[config.mk]
export PLATFORM = sky130hd
export DESIGN_NAME = seg_scan_decoder_flat
export DESIGN_NICKNAME = d
export VERILOG_FILES = /design/src/rtl/seg_scan_decoder_pkg.sv /design/src/rtl/seg_scan_decoder_if.sv /design/src/rtl/seg_scan_decoder_seg7_to_hex.sv /design/src/rtl/seg_scan_decoder.sv /design/src/flat_wrapper.sv
export SDC_FILE = /design/constraint.sdc
export NUM_CORES = 1
export LEC_CHECK = 0
export BUFFER_PORTS_ARGS = -buffer_cell sky130_fd_sc_hd__buf_4
export CAP_MARGIN = 20
export CORE_MARGIN = 3
export CORE_UTILIZATION = 58
export DETAILED_ROUTE_END_ITERATION = 8
export PLACE_DENSITY_LB_ADDON = 0.25
export RECOVER_POWER = 100
export SLEW_MARGIN = 40
export SYNTH_ARGS = -nofsm -noshare
export SYNTH_HDL_FRONTEND = slang
export SYNTH_SLANG_ARGS = --single-unit
[constraint.sdc]
create_clock -name clk -period 4.5 [get_ports clk]
set_input_delay 0.675 -clock clk [delete_from_list [all_inputs] [get_ports clk]]
set_output_delay 0.675 -clock clk [all_outputs]
set_load 0.02 [all_outputs]
[src/rtl/seg_scan_decoder_pkg.sv]
// ----------------------------------------------------------------------------
// seg_scan_decoder_pkg
// Shared constants and types for the seven-segment scan decoder:
//   - NUM_DIGITS          number of multiplexed digits on the bus
//   - DP_BIT / SEG_MSB    bit-field positions inside dispcode
//   - SEG_HEX             active-high gfedcba patterns for hex digits 0..F
//   - sample_class_t      classification of one synchronised bus sample
//   - count_selects()     number of active digit selects in a sample
// ----------------------------------------------------------------------------
package seg_scan_decoder_pkg;

    localparam int NUM_DIGITS = 4;
    localparam int DP_BIT     = 7;
    localparam int SEG_MSB    = 6;

    // Index i holds the lit-segment pattern for hex digit i.
    // Written MSB-first, so the last entry is digit 0.
    localparam logic [15:0][6:0] SEG_HEX = {
        7'h71, // F
        7'h79, // E
        7'h5E, // d
        7'h39, // C
        7'h7C, // b
        7'h77, // A
        7'h6F, // 9
        7'h7F, // 8
        7'h07, // 7
        7'h7D, // 6
        7'h6D, // 5
        7'h66, // 4
        7'h4F, // 3
        7'h5B, // 2
        7'h06, // 1
        7'h3F  // 0
    };

    typedef enum logic [1:0] {
        CLASS_GAP   = 2'd0,
        CLASS_DIGIT = 2'd1,
        CLASS_MULTI = 2'd2
    } sample_class_t;

    // Counts how many digit selects are active in one normalised sample.
    function automatic logic [2:0] count_selects(input logic [NUM_DIGITS-1:0] sel);
        logic [2:0] n;
        n = 3'd0;
        for (int i = 0; i < NUM_DIGITS; i++) begin
            n = n + {2'b00, sel[i]};
        end
        return n;
    endfunction

endpackage

[src/rtl/seg_scan_decoder_if.sv]
// ----------------------------------------------------------------------------
// seg_scan_decoder_if
// Bundles the monitored display bus and the decoded results.
//   dispcode[7:0]   segment bus, [7]=dp, [6:0]=gfedcba (raw pin polarity)
//   sign_1..sign_4  digit selects (raw pin polarity), sign_1 = least significant
//   err_clr         synchronous clear of the sticky error flags
//   value[15:0]     last completed frame, four hex digits
//   dp[3:0]         decimal points of the last frame, bit i = sign_(i+1)
//   frame_valid     one-cycle pulse when value/dp update
//   err_pattern     sticky: a stable pattern that is not a hex digit was seen
//   err_multi       sticky: more than one digit select was active at once
// master = the side that drives the display bus; slave = the decoder.
// ----------------------------------------------------------------------------
interface seg_scan_decoder_if;

    logic [7:0]  dispcode;
    logic        sign_1;
    logic        sign_2;
    logic        sign_3;
    logic        sign_4;
    logic        err_clr;
    logic [15:0] value;
    logic [3:0]  dp;
    logic        frame_valid;
    logic        err_pattern;
    logic        err_multi;

    modport master (
        output dispcode, sign_1, sign_2, sign_3, sign_4, err_clr,
        input  value, dp, frame_valid, err_pattern, err_multi
    );

    modport slave (
        input  dispcode, sign_1, sign_2, sign_3, sign_4, err_clr,
        output value, dp, frame_valid, err_pattern, err_multi
    );

endinterface

[src/rtl/seg_scan_decoder_seg7_to_hex.sv]
// ----------------------------------------------------------------------------
// seg7_to_hex
// Combinational reverse lookup of an active-high gfedcba pattern.
//   seg[6:0]     lit segments, bit 0 = a ... bit 6 = g
//   hit          1 when seg matches one of the sixteen hex glyphs
//   nibble[3:0]  matching hex value (0 when there is no hit)
// ----------------------------------------------------------------------------
module seg7_to_hex
    import seg_scan_decoder_pkg::*;
(
    input  logic [6:0] seg,
    output logic       hit,
    output logic [3:0] nibble
);

    // Scan the glyph table; the glyphs are all distinct, so at most one
    // entry can match and the loop order does not matter.
    always_comb begin
        hit    = 1'b0;
        nibble = 4'h0;
        for (int i = 0; i < 16; i++) begin
            if (seg == SEG_HEX[i]) begin
                hit    = 1'b1;
                nibble = 4'(i);
            end
        end
    end

endmodule

[src/rtl/seg_scan_decoder.sv]
// ----------------------------------------------------------------------------
// seg_scan_decoder
// Monitors a multiplexed 4-digit seven-segment display bus, accepts each digit
// once it has been stable for STABLE_CYCLES synchronised samples, decodes it
// back to a hex nibble plus decimal point and publishes a full frame once all
// four digits have been captured.
//   clk   system clock
//   rst   asynchronous active-high reset
//   bus   seg_scan_decoder_if.slave (display bus in, decoded frame/errors out)
// Parameters:
//   STABLE_CYCLES   identical synchronised samples needed to accept a digit
//   SEG_ACTIVE_LOW  1: a low dispcode bit lights the segment
//   SEL_ACTIVE_LOW  1: a low sign_x selects the digit
// ----------------------------------------------------------------------------
module seg_scan_decoder
    import seg_scan_decoder_pkg::*;
#(
    parameter int STABLE_CYCLES  = 4,
    parameter bit SEG_ACTIVE_LOW = 1'b1,
    parameter bit SEL_ACTIVE_LOW = 1'b1
) (
    input  logic                clk,
    input  logic                rst,
    seg_scan_decoder_if.slave   bus
);

    localparam int              CW       = $clog2(STABLE_CYCLES + 1);
    localparam logic [CW-1:0]   CNT_MAX  = CW'(STABLE_CYCLES);
    localparam logic [CW-1:0]   CNT_ONE  = CW'(1);
    localparam logic [7:0]      SEG_IDLE = SEG_ACTIVE_LOW ? 8'hFF : 8'h00;
    localparam logic [NUM_DIGITS-1:0] SEL_IDLE = SEL_ACTIVE_LOW ? '1 : '0;

    logic [7:0]             seg_s1, seg_s2;
    logic [NUM_DIGITS-1:0]  sel_s1, sel_s2;
    logic [NUM_DIGITS-1:0]  sel_raw;
    logic [7:0]             seg_n;
    logic [NUM_DIGITS-1:0]  sel_n;

    sample_class_t          sample_class;
    logic [1:0]             digit_idx;

    logic [7:0]             prev_seg;
    logic [NUM_DIGITS-1:0]  prev_sel;
    logic [CW-1:0]          cnt, cnt_next;
    logic                   accepted, accepted_next;
    logic                   accept;

    logic                   dec_hit;
    logic [3:0]             dec_nibble;

    logic [NUM_DIGITS-1:0][3:0] shadow, shadow_merged;
    logic [NUM_DIGITS-1:0]      shadow_dp, dp_merged;
    logic [NUM_DIGITS-1:0]      mask, mask_merged;
    logic                       frame_done;

    logic [15:0]            value_r;
    logic [NUM_DIGITS-1:0]  dp_r;
    logic                   frame_valid_r;
    logic                   err_pattern_r;
    logic                   err_multi_r;

    assign sel_raw = {bus.sign_4, bus.sign_3, bus.sign_2, bus.sign_1};

    // Two-flop synchroniser for the asynchronous display pins. The flops reset
    // to the idle bus level so that the first samples after reset read as a
    // gap rather than as every digit selected at once.
    always_ff @(posedge clk or posedge rst) begin
        if (rst) begin
            seg_s1 <= SEG_IDLE;
            seg_s2 <= SEG_IDLE;
            sel_s1 <= SEL_IDLE;
            sel_s2 <= SEL_IDLE;
        end else begin
            seg_s1 <= bus.dispcode;
            seg_s2 <= seg_s1;
            sel_s1 <= sel_raw;
            sel_s2 <= sel_s1;
        end
    end

    // Everything downstream works on active-high segments and selects.
    assign seg_n = SEG_ACTIVE_LOW ? ~seg_s2 : seg_s2;
    assign sel_n = SEL_ACTIVE_LOW ? ~sel_s2 : sel_s2;

    // Classify the current synchronised sample. Several selects at once is
    // reported as MULTI even when the segments are dark, since it is a bus
    // fault regardless of what is being shown.
    always_comb begin
        sample_class = CLASS_GAP;
        if (count_selects(sel_n) > 3'd1) begin
            sample_class = CLASS_MULTI;
        end else if (sel_n != '0 && seg_n[SEG_MSB:0] != 7'h00) begin
            sample_class = CLASS_DIGIT;
        end
    end

    // Position of the single active select; only meaningful for DIGIT samples.
    always_comb begin
        digit_idx = 2'd0;
        for (int i = 0; i < NUM_DIGITS; i++) begin
            if (sel_n[i]) begin
                digit_idx = 2'(i);
            end
        end
    end

    // Stability tracking. A DIGIT sample identical to the previous one extends
    // the dwell (saturating), a different DIGIT starts a new dwell at one, and
    // any GAP or MULTI ends the dwell. The accepted flag limits each dwell to
    // a single accept, so a digit held for a long time is decoded only once.
    always_comb begin
        cnt_next      = cnt;
        accepted_next = accepted;
        accept        = 1'b0;
        case (sample_class)
            CLASS_DIGIT: begin
                if (cnt != '0 && sel_n == prev_sel && seg_n == prev_seg) begin
                    if (cnt != CNT_MAX) begin
                        cnt_next = cnt + CNT_ONE;
                    end
                end else begin
                    cnt_next      = CNT_ONE;
                    accepted_next = 1'b0;
                end
                if (cnt_next == CNT_MAX && !accepted_next) begin
                    accept        = 1'b1;
                    accepted_next = 1'b1;
                end
            end
            default: begin
                cnt_next      = '0;
                accepted_next = 1'b0;
            end
        endcase
    end

    // Dwell state registers: the previous sample for comparison, the
    // stability counter and the one-accept-per-dwell flag.
    always_ff @(posedge clk or posedge rst) begin
        if (rst) begin
            prev_seg <= '0;
            prev_sel <= '0;
            cnt      <= '0;
            accepted <= 1'b0;
        end else begin
            prev_seg <= seg_n;
            prev_sel <= sel_n;
            cnt      <= cnt_next;
            accepted <= accepted_next;
        end
    end

    seg7_to_hex u_seg7_to_hex (
        .seg    (seg_n[SEG_MSB:0]),
        .hit    (dec_hit),
        .nibble (dec_nibble)
    );

    // Merge a successfully decoded digit into the shadow frame. The merged
    // view is what gets published, so the digit that completes a frame is
    // already part of the value that appears one cycle later.
    always_comb begin
        shadow_merged = shadow;
        dp_merged     = shadow_dp;
        mask_merged   = mask;
        if (accept && dec_hit) begin
            shadow_merged[digit_idx] = dec_nibble;
            dp_merged[digit_idx]     = seg_n[DP_BIT];
            mask_merged[digit_idx]   = 1'b1;
        end
    end

    assign frame_done = accept && dec_hit && (mask_merged == '1);

    // Shadow frame and capture mask. The mask restarts as soon as a frame is
    // published; shadow contents are simply overwritten by later accepts.
    always_ff @(posedge clk or posedge rst) begin
        if (rst) begin
            shadow    <= '0;
            shadow_dp <= '0;
            mask      <= '0;
        end else begin
            shadow    <= shadow_merged;
            shadow_dp <= dp_merged;
            mask      <= frame_done ? '0 : mask_merged;
        end
    end

    // Published frame, strobe and sticky error flags. A new error event in
    // the same cycle as err_clr wins, so no event can be lost to a clear.
    always_ff @(posedge clk or posedge rst) begin
        if (rst) begin
            value_r       <= '0;
            dp_r          <= '0;
            frame_valid_r <= 1'b0;
            err_pattern_r <= 1'b0;
            err_multi_r   <= 1'b0;
        end else begin
            frame_valid_r <= frame_done;
            if (frame_done) begin
                value_r <= shadow_merged;
                dp_r    <= dp_merged;
            end
            err_pattern_r <= (accept && !dec_hit) || (err_pattern_r && !bus.err_clr);
            err_multi_r   <= (sample_class == CLASS_MULTI) || (err_multi_r && !bus.err_clr);
        end
    end

    assign bus.value       = value_r;
    assign bus.dp          = dp_r;
    assign bus.frame_valid = frame_valid_r;
    assign bus.err_pattern = err_pattern_r;
    assign bus.err_multi   = err_multi_r;

endmodule
[src/flat_wrapper.sv]
// flat-port wrapper written by rule: the top's interface ports become plain ports
module seg_scan_decoder_flat import seg_scan_decoder_pkg::*;
#(
    parameter int STABLE_CYCLES  = 4,
    parameter bit SEG_ACTIVE_LOW = 1'b1,
    parameter bit SEL_ACTIVE_LOW = 1'b1
)
  (clk, rst, bus_dispcode, bus_sign_1, bus_sign_2, bus_sign_3, bus_sign_4, bus_err_clr, bus_value, bus_dp, bus_frame_valid, bus_err_pattern, bus_err_multi);
  seg_scan_decoder_if bus_i ();
  input  logic clk;
  input  logic rst;
  input wire logic [$bits(bus_i.dispcode)-1:0] bus_dispcode;
  input wire logic [$bits(bus_i.sign_1)-1:0] bus_sign_1;
  input wire logic [$bits(bus_i.sign_2)-1:0] bus_sign_2;
  input wire logic [$bits(bus_i.sign_3)-1:0] bus_sign_3;
  input wire logic [$bits(bus_i.sign_4)-1:0] bus_sign_4;
  input wire logic [$bits(bus_i.err_clr)-1:0] bus_err_clr;
  output wire logic [$bits(bus_i.value)-1:0] bus_value;
  output wire logic [$bits(bus_i.dp)-1:0] bus_dp;
  output wire logic [$bits(bus_i.frame_valid)-1:0] bus_frame_valid;
  output wire logic [$bits(bus_i.err_pattern)-1:0] bus_err_pattern;
  output wire logic [$bits(bus_i.err_multi)-1:0] bus_err_multi;
  assign bus_i.dispcode = bus_dispcode;
  assign bus_i.sign_1 = bus_sign_1;
  assign bus_i.sign_2 = bus_sign_2;
  assign bus_i.sign_3 = bus_sign_3;
  assign bus_i.sign_4 = bus_sign_4;
  assign bus_i.err_clr = bus_err_clr;
  assign bus_value = bus_i.value;
  assign bus_dp = bus_i.dp;
  assign bus_frame_valid = bus_i.frame_valid;
  assign bus_err_pattern = bus_i.err_pattern;
  assign bus_err_multi = bus_i.err_multi;
  seg_scan_decoder #(.STABLE_CYCLES(STABLE_CYCLES), .SEG_ACTIVE_LOW(SEG_ACTIVE_LOW), .SEL_ACTIVE_LOW(SEL_ACTIVE_LOW)) u_core (.clk(clk), .rst(rst), .bus(bus_i));
endmodule
======== Yosys cells after proc, flatten, opt, wreduce, memory -nomap -nowiden ========
Index checks and enable logic that the tools add are counted.
Widths: inputs -> output; s select.
word-level totals
  register bits ........................... 87
  bits of input ports ..................... 15
  output and inout bits ................... 23
  word-level logic and storage cells ...... 126
operators by class
  $add $sub $neg .......................... 4
  order comparisons ....................... 3
  eq/ne operators ......................... 23
  multiplexer cells ....................... 56
  bitwise operators ....................... 3
  reduce and logical (&&, ||, !) cells .... 18
operator list
  operator             number
  $eq 7x7->1 const B   12
  $mux 4               18
  $mux 1               26
  $bwmux 16            1
  $mux 16              1
  $eq 7x3->1 const B   2
  $eq 7x6->1 const B   2
  $mux 3               4
  $logic_and 1x1->1    10
  $demux 4 s2          1
  $eq 8x8->1           1
  $not 8->8            1
  $reduce_bool 7->1    1
  $add 3x1->3          2
  $mux 2               3
  $bwmux 4             1
  $eq 4x4->1           1
  $eq 4x4->1 const B   1
  $not 4->4            1
  $or 4x4->4           1
  $reduce_bool 4->1    1
  $add 3x1->3 const B  1
  $eq 3x3->1 const B   1
  $gt 3x1->1 const B   1
  other kinds (10)     13

======== Depth between registers and ports, before layout ========
  word-level depth ........................ 23
  depth in mapped cells ................... 10
  mapped depth without buffers ............ 8

======== Hierarchy ========
Synthesis repeated with hierarchy kept, for this count alone.
unflattened totals
  cells, all modules ...................... 348
  area total of the unflattened synthesis .. 3915.0 um^2
by module, submodules not included
  module            instances  cells each  area an instance (um^2)  seq. area each (um^2)
  seg_scan_decoder  1          291         3529.6                   2207.1
  seg7_to_hex       1          57          385.4                    0.0

======== Worst setup path after synthesis ========
No wires, ideal clock.
  path type ............................... reg2reg
  start point ............................. register u_core.sel_s2[1]
  end point ............................... register u_core.value_r[13] (netlist: u_core.bus.value[13])
  library setup time ...................... 0.125 ns
  arrival ................................. 3.049 ns
  required time ........................... 4.375 ns
  setup slack ............................. 1.326 ns
  cell stages (with the launch flop) ...... 9
  buffers on the path ..................... 0
  clock period less this slack ............ 3.174 ns
  path through ............................ dfstp_2 > inv_1 > ha_1 > ha_1 > a2111oi_1 > nand4_1 > a311oi_4 > mux2_2 > mux2_2
RTL lines
  what                    RTL line                 RTL
  start, declared         seg_scan_decoder.sv:34   logic [NUM_DIGITS-1:0] sel_s1, sel_s2;
  start signal, assigned  seg_scan_decoder.sv:77   sel_s2 <= sel_s1;
  end signal, assigned    seg_scan_decoder.sv:201  value_r <= shadow_merged;
  end, declared           seg_scan_decoder.sv:56   logic [15:0] value_r;

======== Worst setup path after layout ========
  start point ............................. register u_core.sel_s2[1]
  end point ............................... register u_core.dp_r[3] (netlist: u_core.bus.dp[3])
between the ends
  elaborated cells on any way between the ends .. 37
  classes of those cells .................. add/sub: 3; order compare: 3; eq/ne: 4; mux: 16; bitwise: 2; reduce/logical: 9
RTL lines
  what                                                  RTL line                 RTL
  $not 4->4 *                                           seg_scan_decoder.sv:83   assign sel_n = SEL_ACTIVE_LOW ? ~sel_s2 : sel_s2;
  via u_core.sel_n[1]                                   seg_scan_decoder.sv:37   logic [NUM_DIGITS-1:0] sel_n;
  branches (longest 10 deep; another with $add 3x1->3)  -
  $mux 4 *                                              seg_scan_decoder.sv:166  if (accept && dec_hit) begin
  via u_core.dp_merged[3]                               seg_scan_decoder.sv:52   logic [NUM_DIGITS-1:0] shadow_dp, dp_merged;
  end signal, assigned                                  seg_scan_decoder.sv:202  dp_r <= dp_merged;
  end, declared                                         seg_scan_decoder.sv:57   logic [NUM_DIGITS-1:0] dp_r;
Mark *: on every way through the listed nets, which the timed path passes. The select of a mux whose other input is x is not followed.
A chain may end at the register's enable or synchronous reset.

==> metrics.yaml <==
outcome:
  status: "finished, violations left"
  failed_checks: "capacitance limit, slew limit"
yosys:
  async_flop_share_pct: 100
  syn_area_per_cell_um2: 13.1
  ys_ff_latch: 87
  synth.top_cells.by_count: "dfrtp_1 (63), mux2_2 (32), dfstp_2 (24)"
  ys_top_cells_by_area: "dfrtp_1 (42%), dfstp_2 (17%), mux2_2 (9.6%)"
  synth.distinct_cells: 49
  synth_top_area_share_pct: 42.0
  synth.largest_area_cell: "dfrtp_1"
  yosysMostFrequentCell: "dfrtp_1"
  ys_seq_area_share_pct: 58.8
  syn-num-nets: 307
  synthCells: 287
  synth_edf_count: 0
  yosys_warnings: 0
  yosys_most_used_dff: "dfrtp_1"
  syn_area_um2: 3750
cts:
  cts.path.max_buffers: 2
  cts.sinks: 87
  clock_latency_ps: 360
  cts.repair.resized: 0
  post-cts-setup-buffers: 0
  cts_tree: "yes"
  hold_buffers: 0
  path_clk_slew_ps: 90
  clockRootBuffer: "clkbuf_8"
  htreeDepth: 3
  numCtsBuffers: 9
floorplanning:
  chipHeight_um: 86.4
  start_util_pct: 61.6
  core-area_um2: 6100
  fp-row-count: 28
  pin_count: 38
  die_w_um: 86.4
  dieArea_um2: 7470
worst_hold_path:
  holdPathEnd: "u_core.seg_s2[7]"
  hold_depth: 0
  min_path_type: "flop to flop"
  hold_start: "u_core.seg_s1[7]"
timing:
  fmax_mhz: 265
  drv_slew: 90
  finalSetupViolations: 0
  fin_worst_skew_ps: 11.9
  rsz0062_at_grt: "false"
  tns_ps: 0
  slew_headroom_pct: -47.5
  min_period_ps: 3770
  worst_slew_pin_slew_ps: 2200
  min_period_over_period_pct: 83.9
  finalHoldViolCount: 0
setup_path:
  r2r_end: "u_core.bus.dp[3]"
  path_max_fanout: 6
  ff2ff_path_depth: 8
  required_ps: 4750
  ff2ff_setup_slack_ps: 730
  timing.rr.start: "u_core.sel_s2[1]"
  worstSetupPathType: "flop to flop"
  start_kind: "flop"
  crit_path_end_kind: "flop"
  critPathArrivalTime_ps: 4020
final_layout:
  fill_cells: 466
  antenna_cells: 0
  nets: 345
  layout-drive-gt1-share_pct: 23.0
  fin_util_pct: 68.3
  syn2layout_area_growth_pct: 10.9
  fin_area_um2: 4160
run:
  maxCapViolations: 2
place:
  placed_cell_area_um2: 4080
  place_congestion: 0.890
  detailed_place_hpwl_um: 4730
  numPortBuffers: 37
route:
  drtIter0Drc: 144
  routed_wl_um: 6760
  drc: 0
  antenna_left: 0
  dr.pass1.iters: 4
  wl_per_cell_um: 16.7
  vias: 2269
  viasPerCell: 5.60
grt:
  grt_pass1_wl_um: 11400
  antenna_found_initial: 0
  first_global_vias: 2242
  grt_usage_pct: 20.0
  grt_max_degree: 54
  grt_overflow_total: 0
power:
  powerDensity_nw_per_um2: 344
  p_leak_nw: 1.94
  peakVddDrop_mv: 0.314
routing by layer:
| layer | share of wire [%] | GRT usage, % | wire length [µm] | vias up |
|---|---|---|---|---|
| li1 | - | - | - | 1089 |
| met1 | 47 | 28.0 | 3150 | 1121 |
| met2 | 48 | 30.6 | 3210 | 51 |
| met3 | 4.7 | 5.61 | 319 | 8 |
| met4 | 1.1 | 6.37 | 76 | 0 |
| met5 | 0 | 0 | 0 | - |
cells by family (layout without fill, tap and decap cells):
kind of cell    after synthesis  after routing  share of synthesized area (%)
flops                        87             87                           58.8
simple gates                 75             75                           11.3
mux                          40             40                           12.3
compound gates               33             33                           8.93
buf+inv                      33             76                           3.80
xor+xnor                     14             14                           3.27
fa+ha+maj                     5              5                           1.67
worst max-delay path by stage:
| stage | start | end | slack (ps) |
|---|---|---|---|
| after floorplan | u_core.sel_s2[1] | u_core.bus.value[13] | 1330 |
| after global placement | u_core.sel_s2[1] | u_core.bus.value[5] | 1090 |
| after detailed placement | u_core.sel_s2[1] | u_core.bus.dp[0] | 970 |
| after CTS | u_core.sel_s2[1] | u_core.bus.dp[0] | 970 |
| after global routing | u_core.sel_s2[1] | u_core.bus.dp[0] | 410 |
| final | u_core.sel_s2[1] | u_core.bus.dp[3] | 730 |
where the power goes:
part / internal, mW / switching (mW) / leakage [nW]
Clock: 0.214 / 0.301 / 0.0941
Combinational: 0.0326 / 0.0560 / 0.751
Sequential: 0.807 / 0.0222 / 1.09
Total: 1.05 / 0.379 / 1.94
critical path, cell delays in order, from the launching register on:
cell and delay [ps]:
dfstp_1 630, inv_1 110, ha_1 290, ha_1 290
a2111oi_0 870, nand4_1 310, a311oi_4 500, mux2_2 400
mux2_2 260
registers in the layout, summed over array words and instances, names as in the netlist, 3 cells and up:
name,count
u_core.bus.value,16
u_core.shadow,16
u_core.prev_seg,8
u_core.seg_s1,8
u_core.seg_s2,8
u_core.bus.dp,4
u_core.mask,4
u_core.prev_sel,4
u_core.sel_s1,4
u_core.sel_s2,4
u_core.shadow_dp,4
u_core.cnt,3
cells in the final DEF (no fill, tap or decap), types with 3 or more instances in the layout:
| cell | netlist | final |
|---|---|---|
| mux2_1 | 0 | 12 |
| xor2_1 | 13 | 13 |
| nor2_1 | 15 | 15 |
| inv_1 | 21 | 20 |
| clkbuf_8 | 0 | 9 |
| nand2b_1 | 4 | 4 |
| nor3_1 | 5 | 5 |
| o21ai_0 | 5 | 5 |
| mux2i_1 | 4 | 4 |
| a311oi_4 | 4 | 4 |
| and3_1 | 4 | 4 |
| clkbuf_1 | 1 | 24 |
| nand4_1 | 10 | 10 |
| clkbuf_4 | 0 | 13 |
| o31ai_1 | 4 | 4 |
| dfrtp_1 | 63 | 63 |
| a21oi_1 | 4 | 4 |
| dfstp_1 | 0 | 12 |
| or4_1 | 3 | 3 |
| mux2_2 | 32 | 24 |
| nor3b_1 | 3 | 3 |
| a211oi_1 | 3 | 3 |
| dfstp_2 | 24 | 12 |
| ha_1 | 5 | 5 |
| nand2_1 | 12 | 12 |
| nand3_1 | 6 | 6 |
cell type report:
class	instances	area, µm²	share of cell area [%]
Sequential cell	87	2210	53.0
Multi-Input combinational cell	167	1390	33.3
Timing Repair Buffer	39	203	4.87
Clock inverter	7	67.6	1.62
Inverter	21	80.1	1.92
Clock buffer	9	124	2.98
Tap cell	75	93.8	2.25
stage by stage:
stage               setup WS [ps]  cells  power (mW)  hold slack (ps)
finish                        725    405        1.43              363
global route                  410    405        1.50              356
CTS                           970    405        1.45              321
detailed placement            968    389       0.938              347
global placement             1090    389       0.934              346
floorplan                    1330    287       0.906              345
(Power assumes the default switching activity.)
